## src/rtl/c3lib_avmm_pulse_mux.sv

```systemverilog
// ---------------------------------------------------------------------------
// c3lib_avmm_pulse_mux
//
// Collects rising edges on NCH request lines into per-channel saturating
// pending counters and issues them one at a time, round-robin, as
// single-cycle pulses tagged with a channel index. Issuing is paced by the
// downstream pulse-crossing stage's ready output. Requests that arrive while
// the downstream stage is busy are queued instead of dropped. A request that
// arrives at a saturated counter sets that channel's sticky overflow flag.
//
// Parameters:
//   NCH     : number of request channels (1..16)
//   CNT_W   : pending counter width; saturates at 2^CNT_W-1
//   MIN_GAP : extra idle cycles inserted after each issued pulse (0..255)
//   CW      : channel index width, max(1, clog2(NCH))
//
// Ports:
//   i_clk   : clock
//   i_rst   : asynchronous active-high reset
//   i_pulse : per-channel request; each rising edge is one request
//   i_ready : downstream ready (next-pulse) indication, sampled in IDLE only
//   i_flush : synchronous clear of all counters and overflow flags
//   o_pulse : single-cycle issued pulse, decoded from the state register
//   o_chan  : channel of the current/last issued pulse
//   o_pend  : per-channel "counter non-zero"
//   o_ovf   : sticky per-channel overflow
//   o_busy  : FSM not IDLE, or any channel pending
// ---------------------------------------------------------------------------
module c3lib_avmm_pulse_mux #(
   parameter  int NCH     = 4,
   parameter  int CNT_W   = 4,
   parameter  int MIN_GAP = 0,
   localparam int CW      = (NCH > 1) ? $clog2(NCH) : 1
) (
   input  logic           i_clk,
   input  logic           i_rst,
   input  logic [NCH-1:0] i_pulse,
   input  logic           i_ready,
   input  logic           i_flush,
   output logic           o_pulse,
   output logic [CW-1:0]  o_chan,
   output logic [NCH-1:0] o_pend,
   output logic [NCH-1:0] o_ovf,
   output logic           o_busy
);

   localparam logic [1:0]       ST_IDLE  = 2'd0;
   localparam logic [1:0]       ST_ISSUE = 2'd1;
   localparam logic [1:0]       ST_HOLD  = 2'd2;
   localparam logic [1:0]       ST_GAP   = 2'd3;

   localparam logic [CNT_W-1:0] CNT_MAX  = {CNT_W{1'b1}};
   localparam logic [CNT_W-1:0] CNT_ZERO = {CNT_W{1'b0}};
   localparam logic [CW-1:0]    LAST_RST = CW'(NCH - 1);
   localparam logic [CW:0]      NCH_W    = (CW + 1)'(NCH);
   // GAP counts down from MIN_GAP-1 to 0, giving exactly MIN_GAP GAP cycles.
   localparam logic [7:0]       GAP_LOAD = (MIN_GAP > 0) ? 8'(MIN_GAP - 1) : 8'd0;

   logic [NCH-1:0]   prev_r;
   logic [CNT_W-1:0] cnt_r [NCH];
   logic [NCH-1:0]   ovf_r;
   logic [1:0]       state_r;
   logic [CW-1:0]    last_r;
   logic [CW-1:0]    chan_r;
   logic [7:0]       gap_r;

   logic [NCH-1:0]   inc_s;
   logic [NCH-1:0]   dec_s;
   logic [NCH-1:0]   pend_s;
   logic [CW-1:0]    win_s;
   logic             win_vld_s;
   logic             sel_s;
   logic [CW:0]      rr_idx_s;

   assign inc_s = i_pulse & ~prev_r;

   // Per-channel pending flags straight from the counter registers.
   always_comb begin
      pend_s = {NCH{1'b0}};
      for (int i = 0; i < NCH; i++) begin
         pend_s[i] = (cnt_r[i] != CNT_ZERO);
      end
   end

   // Round-robin winner: first pending channel searching from last+1, wrapping.
   always_comb begin
      win_s     = {CW{1'b0}};
      win_vld_s = 1'b0;
      rr_idx_s  = {(CW + 1){1'b0}};
      for (int k = 1; k <= NCH; k++) begin
         rr_idx_s = {1'b0, last_r} + (CW + 1)'(k);
         if (rr_idx_s >= NCH_W) begin
            rr_idx_s = rr_idx_s - NCH_W;
         end else begin
            rr_idx_s = rr_idx_s;
         end
         if (!win_vld_s && pend_s[rr_idx_s[CW-1:0]]) begin
            win_vld_s = 1'b1;
            win_s     = rr_idx_s[CW-1:0];
         end else begin
            win_vld_s = win_vld_s;
         end
      end
   end

   assign sel_s = (state_r == ST_IDLE) && i_ready && win_vld_s;

   // One-hot decrement for the channel selected this cycle.
   always_comb begin
      dec_s = {NCH{1'b0}};
      if (sel_s) begin
         dec_s[win_s] = 1'b1;
      end else begin
         dec_s = {NCH{1'b0}};
      end
   end

   // Edge history, pending counters and sticky overflow flags.
   always_ff @(posedge i_clk or posedge i_rst) begin
      if (i_rst) begin
         prev_r <= {NCH{1'b0}};
         ovf_r  <= {NCH{1'b0}};
         for (int i = 0; i < NCH; i++) begin
            cnt_r[i] <= CNT_ZERO;
         end
      end else begin
         // History always follows the input, so an edge seen during flush is consumed.
         prev_r <= i_pulse;
         if (i_flush) begin
            ovf_r <= {NCH{1'b0}};
            for (int i = 0; i < NCH; i++) begin
               cnt_r[i] <= CNT_ZERO;
            end
         end else begin
            for (int i = 0; i < NCH; i++) begin
               if (inc_s[i] && !dec_s[i]) begin
                  if (cnt_r[i] == CNT_MAX) begin
                     ovf_r[i] <= 1'b1;
                  end else begin
                     cnt_r[i] <= cnt_r[i] + CNT_W'(1);
                  end
               end else if (dec_s[i] && !inc_s[i]) begin
                  cnt_r[i] <= cnt_r[i] - CNT_W'(1);
               end else begin
                  // Simultaneous inc and dec cancel, even when saturated.
                  cnt_r[i] <= cnt_r[i];
               end
            end
         end
      end
   end

   // Issue FSM with round-robin pointer, channel tag and gap counter.
   always_ff @(posedge i_clk or posedge i_rst) begin
      if (i_rst) begin
         state_r <= ST_IDLE;
         last_r  <= LAST_RST;
         chan_r  <= {CW{1'b0}};
         gap_r   <= 8'd0;
      end else begin
         case (state_r)
            ST_IDLE: begin
               if (sel_s) begin
                  state_r <= ST_ISSUE;
                  chan_r  <= win_s;
                  last_r  <= win_s;
               end else begin
                  state_r <= ST_IDLE;
               end
            end
            ST_ISSUE: begin
               state_r <= ST_HOLD;
            end
            // Ready is ignored here to ride out the downstream registered ready drop.
            ST_HOLD: begin
               if (MIN_GAP > 0) begin
                  state_r <= ST_GAP;
                  gap_r   <= GAP_LOAD;
               end else begin
                  state_r <= ST_IDLE;
               end
            end
            ST_GAP: begin
               if (gap_r == 8'd0) begin
                  state_r <= ST_IDLE;
               end else begin
                  gap_r <= gap_r - 8'd1;
               end
            end
            default: begin
               state_r <= ST_IDLE;
            end
         endcase
      end
   end

   assign o_pulse = (state_r == ST_ISSUE);
   assign o_chan  = chan_r;
   assign o_pend  = pend_s;
   assign o_ovf   = ovf_r;
   assign o_busy  = (state_r != ST_IDLE) || (|pend_s);

endmodule

```

## config.mk

```make
export PLATFORM = sky130hd
export DESIGN_NAME = c3lib_avmm_pulse_mux
export DESIGN_NICKNAME = d
export VERILOG_FILES = /design/src/rtl/c3lib_avmm_pulse_mux.sv
export SDC_FILE = /design/constraint.sdc
export NUM_CORES = 1
export LEC_CHECK = 0
export CELL_PAD_IN_SITES_DETAIL_PLACEMENT = 1
export CELL_PAD_IN_SITES_GLOBAL_PLACEMENT = 2
export CORE_MARGIN = 2
export CORE_UTILIZATION = 37
export CTS_CLUSTER_SIZE = 30
export DETAILED_ROUTE_END_ITERATION = 10
export GPL_ROUTABILITY_DRIVEN = 0
export PLACE_DENSITY_LB_ADDON = 0.1
export SLEW_MARGIN = 20
export SYNTH_ARGS = -nofsm -noshare
export SYNTH_HDL_FRONTEND = slang
export SYNTH_SLANG_ARGS = --single-unit
```

## constraint.sdc

```tcl
create_clock -name i_clk -period 3.46 [get_ports i_clk]
set_input_delay 0.692 -clock i_clk [delete_from_list [all_inputs] [get_ports i_clk]]
set_output_delay 0.692 -clock i_clk [all_outputs]
set_load 0.005 [all_outputs]
```

==> results of run 1 <==
## final timing paths
kind / start / endpoint / slack, ns
max in group asynchronous: i_rst / last_r[1] / 2.26
hold reg to reg: gap_r[7] / gap_r[7] / 0.47
setup reg to reg: cnt_r[8] / cnt_r[15] / 0.26
setup / recovery: cnt_r[8] / cnt_r[15] / 0.26
min in group asynchronous: i_rst / cnt_r[10] / 0.83
hold / removal: gap_r[7] / gap_r[7] / 0.47
## metal layers
metal / wire length [um] / up-vias / track usage (%)
met3: 160 / 10 / 3.50
met4: 117 / 0 / 6.49
met5: 0 / - / 0
met2: 2590 / 29 / 28.1
met1: 2870 / 886 / 24.0
li1: - / 942 / -
## power by group through the flow
stage                     sequential (uW)  combinational, uW  clock [uW]
after floorplan                       682               1220           0
after global placement                673               1370           0
after detailed placement              675               1390           0
after CTS                             668               1410         408
after global routing                  688               1570         427
final                                 667               1400         397
## per-stage QoR
stage	power [uW]	hold slack (ns)
after floorplan	1910	0.434
after global placement	2040	0.452
after detailed placement	2070	0.458
after CTS	2480	0.471
after global routing	2690	0.480
final	2470	0.466
## cell usage after synthesis, drive strengths merged
library cell  count
dfrtp            36
nor2             22
inv              21
a21o             11
nand2            11
nor2b            11
nor3             11
ha               10
a211oi            9
nand3             8
o21ai             8
xor2              8
a21oi             6
nand2b            5
or4               5
and3              4
fa                4
nor4              4
o31ai             4
buf               3
clkbuf            3
mux2              3
nand4             3
nand4b            3
o21a              3
o311ai            3
xnor2             3
a211o             2
a221oi            2
a22oi             2
a31oi             2
dfstp             2
o211ai            2
a2111oi           1
a21boi            1
a22o              1
a31o              1
and4              1
or2               1
or3               1
or4b              1
xnor3             1
## final cells by class
cell class / count / area [um^2] / area share, %
multi-input cells: 178 / 1360 / 47.4
repair buffers: 30 / 273 / 9.48
clock inverters: 1 / 30.0 / 1.04
well taps: 77 / 96.3 / 3.35
inverters: 21 / 78.8 / 2.74
flip-flops and latches: 38 / 953 / 33.1
clock buffers: 6 / 82.6 / 2.87
## flip-flops by register name (all words and copies together), names as in the netlist
name,flops
o_chan,2
last_r,2
o_ovf,4
cnt_r,16
state_r,2
prev_r,4
gap_r,8
## worst max-delay path, cell delays in order (launching register included)
cell	delay [ns]
sky130_fd_sc_hd__dfrtp_1	0.44
sky130_fd_sc_hd__or4_4	0.59
sky130_fd_sc_hd__a21o_1	0.24
sky130_fd_sc_hd__a21o_1	0.24
sky130_fd_sc_hd__a31oi_4	0.34
sky130_fd_sc_hd__inv_1	0.11
sky130_fd_sc_hd__ha_1	0.28
sky130_fd_sc_hd__a21o_1	0.18
sky130_fd_sc_hd__a21o_1	0.20
sky130_fd_sc_hd__nor2_1	0.14
sky130_fd_sc_hd__nand4_1	0.12
sky130_fd_sc_hd__o21ai_0	0.09
sky130_fd_sc_hd__a211oi_1	0.10
## cell families after synthesis
family	after synthesis
compound gates	58
mux	3
buf+inv	27
fa+ha+maj	14
xor+xnor	12
flops	38
simple gates	91
## placed cells by master (no fill, tap or decap), types with 4 or more instances in the layout
cell type	n
sky130_fd_sc_hd__nor3_1	11
sky130_fd_sc_hd__nand2b_1	5
sky130_fd_sc_hd__inv_1	19
sky130_fd_sc_hd__buf_4	11
sky130_fd_sc_hd__a21o_1	11
sky130_fd_sc_hd__fa_1	4
sky130_fd_sc_hd__clkbuf_8	6
sky130_fd_sc_hd__xor2_1	8
sky130_fd_sc_hd__nand2_1	11
sky130_fd_sc_hd__nor2_1	20
sky130_fd_sc_hd__clkdlybuf4s50_1	19
sky130_fd_sc_hd__nand3_1	7
sky130_fd_sc_hd__dfrtp_1	36
sky130_fd_sc_hd__ha_1	10
sky130_fd_sc_hd__nor2b_1	11
sky130_fd_sc_hd__o21ai_1	4
sky130_fd_sc_hd__a211oi_1	7
==> results summary, run 1 <==
For this design the ratio of total power to cell area is 858 mW/mm^2. The detail-routed via count per cell is 5.32. The via count of the first global-routing pass came out at approximately 2000. The final wirelength came out at 5740 um. The flow ran to the end, and the final reports show no timing, DRC or antenna violations. The final critical-path setup slack came out at about 0.26 ns.

The net count of the finished layout is between 200 and 300. The number of hold-repair buffers added at the cts stage is 0. The analysis attributes to cell leakage a power of 0.00132 uW. In this run the deepest clock path goes through 2 buffers. The final count of pins violating max slew came out at 0. The standard-cell row count came out at 29. The tightest slew margin relative to the limit came out at 55.2%.

The total clock buffers created by CTS came out at 5. The area of the placeable core is 0.00635 mm^2. The data arrival at the endpoint of the critical path is 3.34 ns. By area the synthesized netlist is led by sky130_fd_sc_hd__dfrtp_1 (37%), sky130_fd_sc_hd__ha_1 (5.2%), sky130_fd_sc_hd__a21o_1 (3.4%). The net switching fraction of the power came out at 43.6%.

The analysis attributes to net switching a power of roughly 1100 uW. The average cell area after synthesis came out at between 9 and 10 um^2. The maximum clock frequency came out at 313 MHz.

The synthesized-area fraction occupied by and/or/nand/nor cells came out at a little over a fifth. For this block, the via count after detailed routing is 1867. Cells with a size suffix above 1 make up 15.3% of the layout. In the finished design, the share of the clock period the worst path needs comes to between 90 and 100%. The post-cts resize count came out at 0.

The clock-pin slew on the worst setup and hold paths came out at 0.08 ns. The die span in x came out at 84.9 um. The cell internal power dissipation came out at roughly 1400 uW. The number of nets in the synthesized netlist is 265. The synthesized netlist devotes between 10% and 20% of its cell area to compound gates. The synthesized design spends more area on one cell type than any other, namely sky130_fd_sc_hd__dfrtp_1. Once layout is done, the placed cells without fillers occupy about 0.0029 mm^2. The final critical delay including setup and external delays is 3.20 ns. Pin placement for this block handled 20 I/O pins. Of all nets on the critical path, the largest fanout is 9. Post-CTS timing repair inserted 0 buffers for setup. The number of placed cells counting well taps came out at 344. Yosys printed 0 warnings.

The clock tree root driver cell is sky130_fd_sc_hd__clkbuf_8. After detailed routing, the number of remaining DRC violations is 0. The number of cells produced by synthesis is ~240. The number of iterations in the first detailed-routing pass is 4. The endpoint class of the critical path is a flip-flop.

The remaining global-route overflow is 0. The count of clock tree sinks is 38. The global-route wire length before repair is roughly 10000 um. Of the total synthesized cell area, the portion taken by full adders, half adders and majority gates is 8.47%. The dominant combinational cell family by area after synthesis is simple AND/OR/NAND/NOR gates. The number of H-tree levels is 2.

The share of the yosys chip area belonging to registers is 39.4%. The starting density of the core came out at 38.1%. The post-layout instance count excluding filler cells came out at approximately 350. The count of state elements after synthesis came out at 38. The clock network fraction of design power is 16.1%. The placed instances occupy a cell area of 0.00276 mm^2.

The number of buffer cells added on primary ports is 19. The worst setup path is launched from a flip-flop. The area growth from synthesis to layout came out at 18.8%. The number of different library cells used by synthesis comes to 58.

At the pin with the least slew margin, the transition time is 0.670 ns. The floorplan die area is 0.00721 mm^2. The number of instances on the worst hold path came out at 1.

The final-report hold violation count came out at 0. Setup repair after global routing left no endpoint under its margin. The max-capacitance violation count came out at 0.

The detailed router finished its first iteration with 61 violations. The clock tree skew after final layout is 0.00808 ns. For the worst setup path, the data required time is 3.61 ns. The fraction of power consumed by combinational cells came out at 56.9%. The height of the die came out at 84.9 um. Setup violations remaining at the end of the flow were counted as 0. The post-detailed-placement half-perimeter wirelength is 4240 um.

The number of cells traversed by the worst register-to-register path came out at 12. The clock latency reported for the late side of the worst-skew pair is 0.29 ns. The initial antenna violation count came to 0. The part of the power in registers is 27.0%. The cell area after synthesis came out at 0.00242 mm^2.

The portion of synthesized area spent on multiplexers is around 1.4%. Summed over its instances, the top area cell type makes up around 37% of the synthesized netlist area. The number of inserted filler cells in the final layout is 716. Summing the areas of all xor and xnor instances in the mapped netlist gives 4.91% of the synthesized area. The setup path with the least slack is of type flip-flop to flip-flop. The post-placement worst setup slack came out at 0.105 ns. The post-route setup TNS is 0 ns. The final routed wire length divided by cell count came out at ~16 um. The number of nets with antenna violations after detailed routing came out at 0. In this run the worst hold path is classified as flip-flop to flip-flop.

The pin count of the biggest net entering global routing is 39. The diode insertion count for antenna repair is 0. Across the VDD grid, the largest voltage drop is 0.319 mV. The post-layout utilization of the core is 45.3%. TritonCTS built the clock tree. The overall routing resource usage is 17.7%.
(Power assumes the default switching activity.)
==> run 2: changes to the inputs <==
--- a/config.mk
+++ b/config.mk
@@ -12,7 +12,7 @@
 export CTS_CLUSTER_SIZE = 30
 export DETAILED_ROUTE_END_ITERATION = 10
 export GPL_ROUTABILITY_DRIVEN = 0
-export PLACE_DENSITY_LB_ADDON = 0.1
+export PLACE_DENSITY = 0.87
 export SLEW_MARGIN = 20
 export SYNTH_ARGS = -nofsm -noshare
 export SYNTH_HDL_FRONTEND = slang
==> results summary, run 2 (synthesized netlist as in run 1, its figures left out) <==
The number of hold-repair buffers added at the cts stage was 0 (unchanged). Registers with the most flip-flops: cnt_r: 16 flops, gap_r: 8 flops (unchanged). The initial antenna violation count is 0 (unchanged). The worst-path cell with the longest stage delay is sky130_fd_sc_hd__or4_1 (was sky130_fd_sc_hd__or4_4). Cells traversed along the worst timing path: or4_1, buf_4, nor2_4, a211o_1, o21ai_2, ha_1, a21o_1, a21oi_1, a211oi_1, a211oi_1, a211oi_2 (was or4_4, a21o_1, a21o_1, a31oi_4, inv_1, ha_1, a21o_1, a21o_1, nor2_1, nand4_1, o21ai_0, a211oi_1). The final critical delay including setup and external delays is 3.22 ns (was 3.20 ns). The area growth from synthesis to layout is 19.8% (was 18.8%). The clock latency reported for the late side of the worst-skew pair came out at 0.30 ns (was 0.29 ns). The global-route wire length before repair came to 10000 um (about the same). The final wirelength came out at 5540 um (was 5740 um). The max-capacitance violation count is 0 (unchanged). The count of final setup violators is 0 (unchanged).

The count of routing violations after the opening detailed-route iteration is 47 (was 61). The number of iterations in the first detailed-routing pass came to 4 (unchanged). The number of vias after detailed routing is 1904 (was 1867). The flip-flop count of the largest register after layout is 16 (unchanged). The maximum number of buffers from clock root to sink came out at 2 (unchanged). The number of cells traversed by the worst register-to-register path came to 11 (was 12).

The detail-routed via count per cell came to 5.38 (was 5.32). The post-route setup TNS is 0 ns (unchanged). The part of the cycle the worst path needs came to 93.1% (was 92.3%). Unrepaired setup endpoints after global routing: no (unchanged).

The remaining design rule violation count is 0 (unchanged). The endpoint class of the critical path is a flip-flop (unchanged). The final-report hold violation count came to 0 (unchanged). The number of buffer cells added on primary ports came to 19 (unchanged).

The post-layout utilization of the core came out at 45.7% (was 45.3%). The via count of the first global-routing pass is 2052 (was 2008). The area of the placeable core came out at 0.00635 mm^2 (unchanged). The clock tree skew after final layout is 0.00807 ns (was 0.00808 ns). The power density over the cells is 855 mW/mm^2 (was 858 mW/mm^2).

The diode insertion count for antenna repair came out at 0 (unchanged). Status: finished clean (unchanged). The largest register by flop count was cnt_r (unchanged). The starting density of the core is 38.1% (unchanged). The overall routing resource usage is 17.2% (was 17.7%). The number of instances on the worst hold path is 1 (unchanged). The leakage power of the design came to 0.00133 uW (was 0.00132 uW). The cell occurring most often along the worst timing path is sky130_fd_sc_hd__a211oi_1 (was sky130_fd_sc_hd__a21o_1). The number of H-tree levels is 2 (unchanged).

The actual transition at the worst max-transition pin is 0.665 ns (was 0.670 ns). The boundary pin count was 20 (unchanged). The height of the die is 84.9 um (unchanged). The delay of the slowest critical-path stage is 0.65 ns (was 0.59 ns). The tightest slew margin relative to the limit came out at 55.5% (was 55.2%). The sort of element at the start of the critical path was a flip-flop (unchanged). The leading cell type in the layout, fill and taps excluded was sky130_fd_sc_hd__dfrtp_1 (unchanged). The die span in x came out at 84.9 um (unchanged). The final count of pins violating max slew is 0 (unchanged). The clock-pin slew on the worst setup and hold paths came out at 0.08 ns (about the same). The net count of the finished layout came to 298 (was 296). The remaining global-route overflow came out at 0 (unchanged). The post-detailed-placement half-perimeter wirelength is 4170 um (was 4240 um). The number of nets with antenna violations after detailed routing is 0 (unchanged). The layout cell share with drive strength beyond 1 was 16.6% (was 15.3%). The maximum fanout along the worst path came out at 7 (was 9). The floorplan die area is 0.00721 mm^2 (unchanged).

The class of the most critical setup path is flip-flop to flip-flop (unchanged). The TritonCTS clock tree is yes (unchanged). The count of clock tree sinks came out at 38 (unchanged).

The worst endpoint required time is 3.62 ns (was 3.61 ns). The pin count of the biggest net entering global routing is 39 (unchanged). The clock tree root driver cell is sky130_fd_sc_hd__clkbuf_8 (unchanged). The total clock buffers created by CTS came out at 5 (unchanged). Leading cell types in the layout, fill and taps excluded: sky130_fd_sc_hd__dfrtp_1 (36), sky130_fd_sc_hd__nor2_1 (20), sky130_fd_sc_hd__inv_1 (19), sky130_fd_sc_hd__clkdlybuf4s50_1 (19), sky130_fd_sc_hd__buf_4 (13) (was sky130_fd_sc_hd__dfrtp_1 (36), sky130_fd_sc_hd__nor2_1 (20), sky130_fd_sc_hd__inv_1 (19), sky130_fd_sc_hd__clkdlybuf4s50_1 (19)). The data arrival at the endpoint of the critical path is 3.38 ns (was 3.34 ns). The maximum clock frequency is 311 MHz (was 313 MHz).

The largest voltage drop on the vdd net came out at 0.371 mV (was 0.319 mV). The number of inserted filler cells in the final layout came to 707 (was 716). The standard-cell row count is 29 (unchanged).

The class of the most critical hold timing path is flip-flop to flip-flop (unchanged). The final routed wire length divided by cell count came out at 15.6 um (was 16.4 um).
[run 2: cell types whose count changed in the layout (fill, tap and decap cells not counted)]
| cell | before | now |
|---|---|---|
| sky130_fd_sc_hd__buf_4 | 11 | 13 |
| sky130_fd_sc_hd__clkinv_2 | 0 | 2 |
| sky130_fd_sc_hd__clkbuf_8 | 6 | 5 |
| sky130_fd_sc_hd__nor4_1 | 1 | 0 |
| sky130_fd_sc_hd__nor4_2 | 3 | 4 |
| sky130_fd_sc_hd__o31ai_2 | 1 | 0 |
| sky130_fd_sc_hd__o31ai_4 | 0 | 1 |
[run 2: what timing repair did]
| item | in CTS | in global routing |
|---|---|---|
| resized for setup | 0 | 4 |
| buffers inserted | 0 | 1 |
| endpoints found under the setup margin | 0 | 5 |
[run 2: worst max-delay path: cells and delay by family (launching register included)]
kind                       cells  cell delay (ns)
DFF                            1             0.42
AOI/OAI and AO/OA              7             1.31
and+or+nand+nor                2             0.85
adders and majority gates      1             0.28
buffers and inverters          1             0.20
[run 2: worst paths after layout]
check / from / to / slack, ns
worst max-delay path: cnt_r[3] / cnt_r[3] / 0.24
worst min-delay path: gap_r[7] / gap_r[7] / 0.47
worst max register to register: cnt_r[3] / cnt_r[3] / 0.24
worst min register to register: gap_r[7] / gap_r[7] / 0.47
max in group asynchronous: i_rst / last_r[0] / 2.27
min in group asynchronous: i_rst / gap_r[2] / 0.82
[run 2: layer usage]
| layer | track usage, % | wire length, um |
|---|---|---|
| met5 | 0 | 0 |
| met2 | 27.8 | 2600 |
| met3 | 3.99 | 172 |
| met4 | 4.91 | 79 |
| met1 | 23.1 | 2690 |
[run 2: final cells by class]
| class | instances | area, um^2 | area share [%] |
|---|---|---|---|
| multi-input combinational | 178 | 1380 | 47.5 |
| clock buffer | 5 | 68.8 | 2.37 |
| timing repair buffer | 32 | 288 | 9.91 |
| inverter | 21 | 78.8 | 2.72 |
| clock inverter | 3 | 40.0 | 1.38 |
| sequential | 38 | 953 | 32.8 |
| tap | 77 | 96.3 | 3.32 |
[run 2: stage by stage]
stage / total power [uW] / setup WS (ns) / std cells / hold WS [ns] / area, um^2
6_report: 2480 / 0.240 / 354 / 0.470 / 2900
5_1_grt: 2710 / 0.0346 / 354 / 0.488 / 2900
4_1_cts: 2470 / 0.0790 / 353 / 0.475 / 2880
3_5_place_dp: 2080 / 0.0849 / 345 / 0.460 / 2770
3_3_place_gp: 2040 / 0.122 / 345 / 0.450 / 2770
2_1_floorplan: 1910 / 0.421 / 243 / 0.434 / 2420
[run 2: report_power, final]
group          internal, uW  switching (uW)  leakage, uW
clock                   212             166    0.0000579
combinational           629             812     0.000775
sequential              552             111     0.000499
total                  1390            1090      0.00133
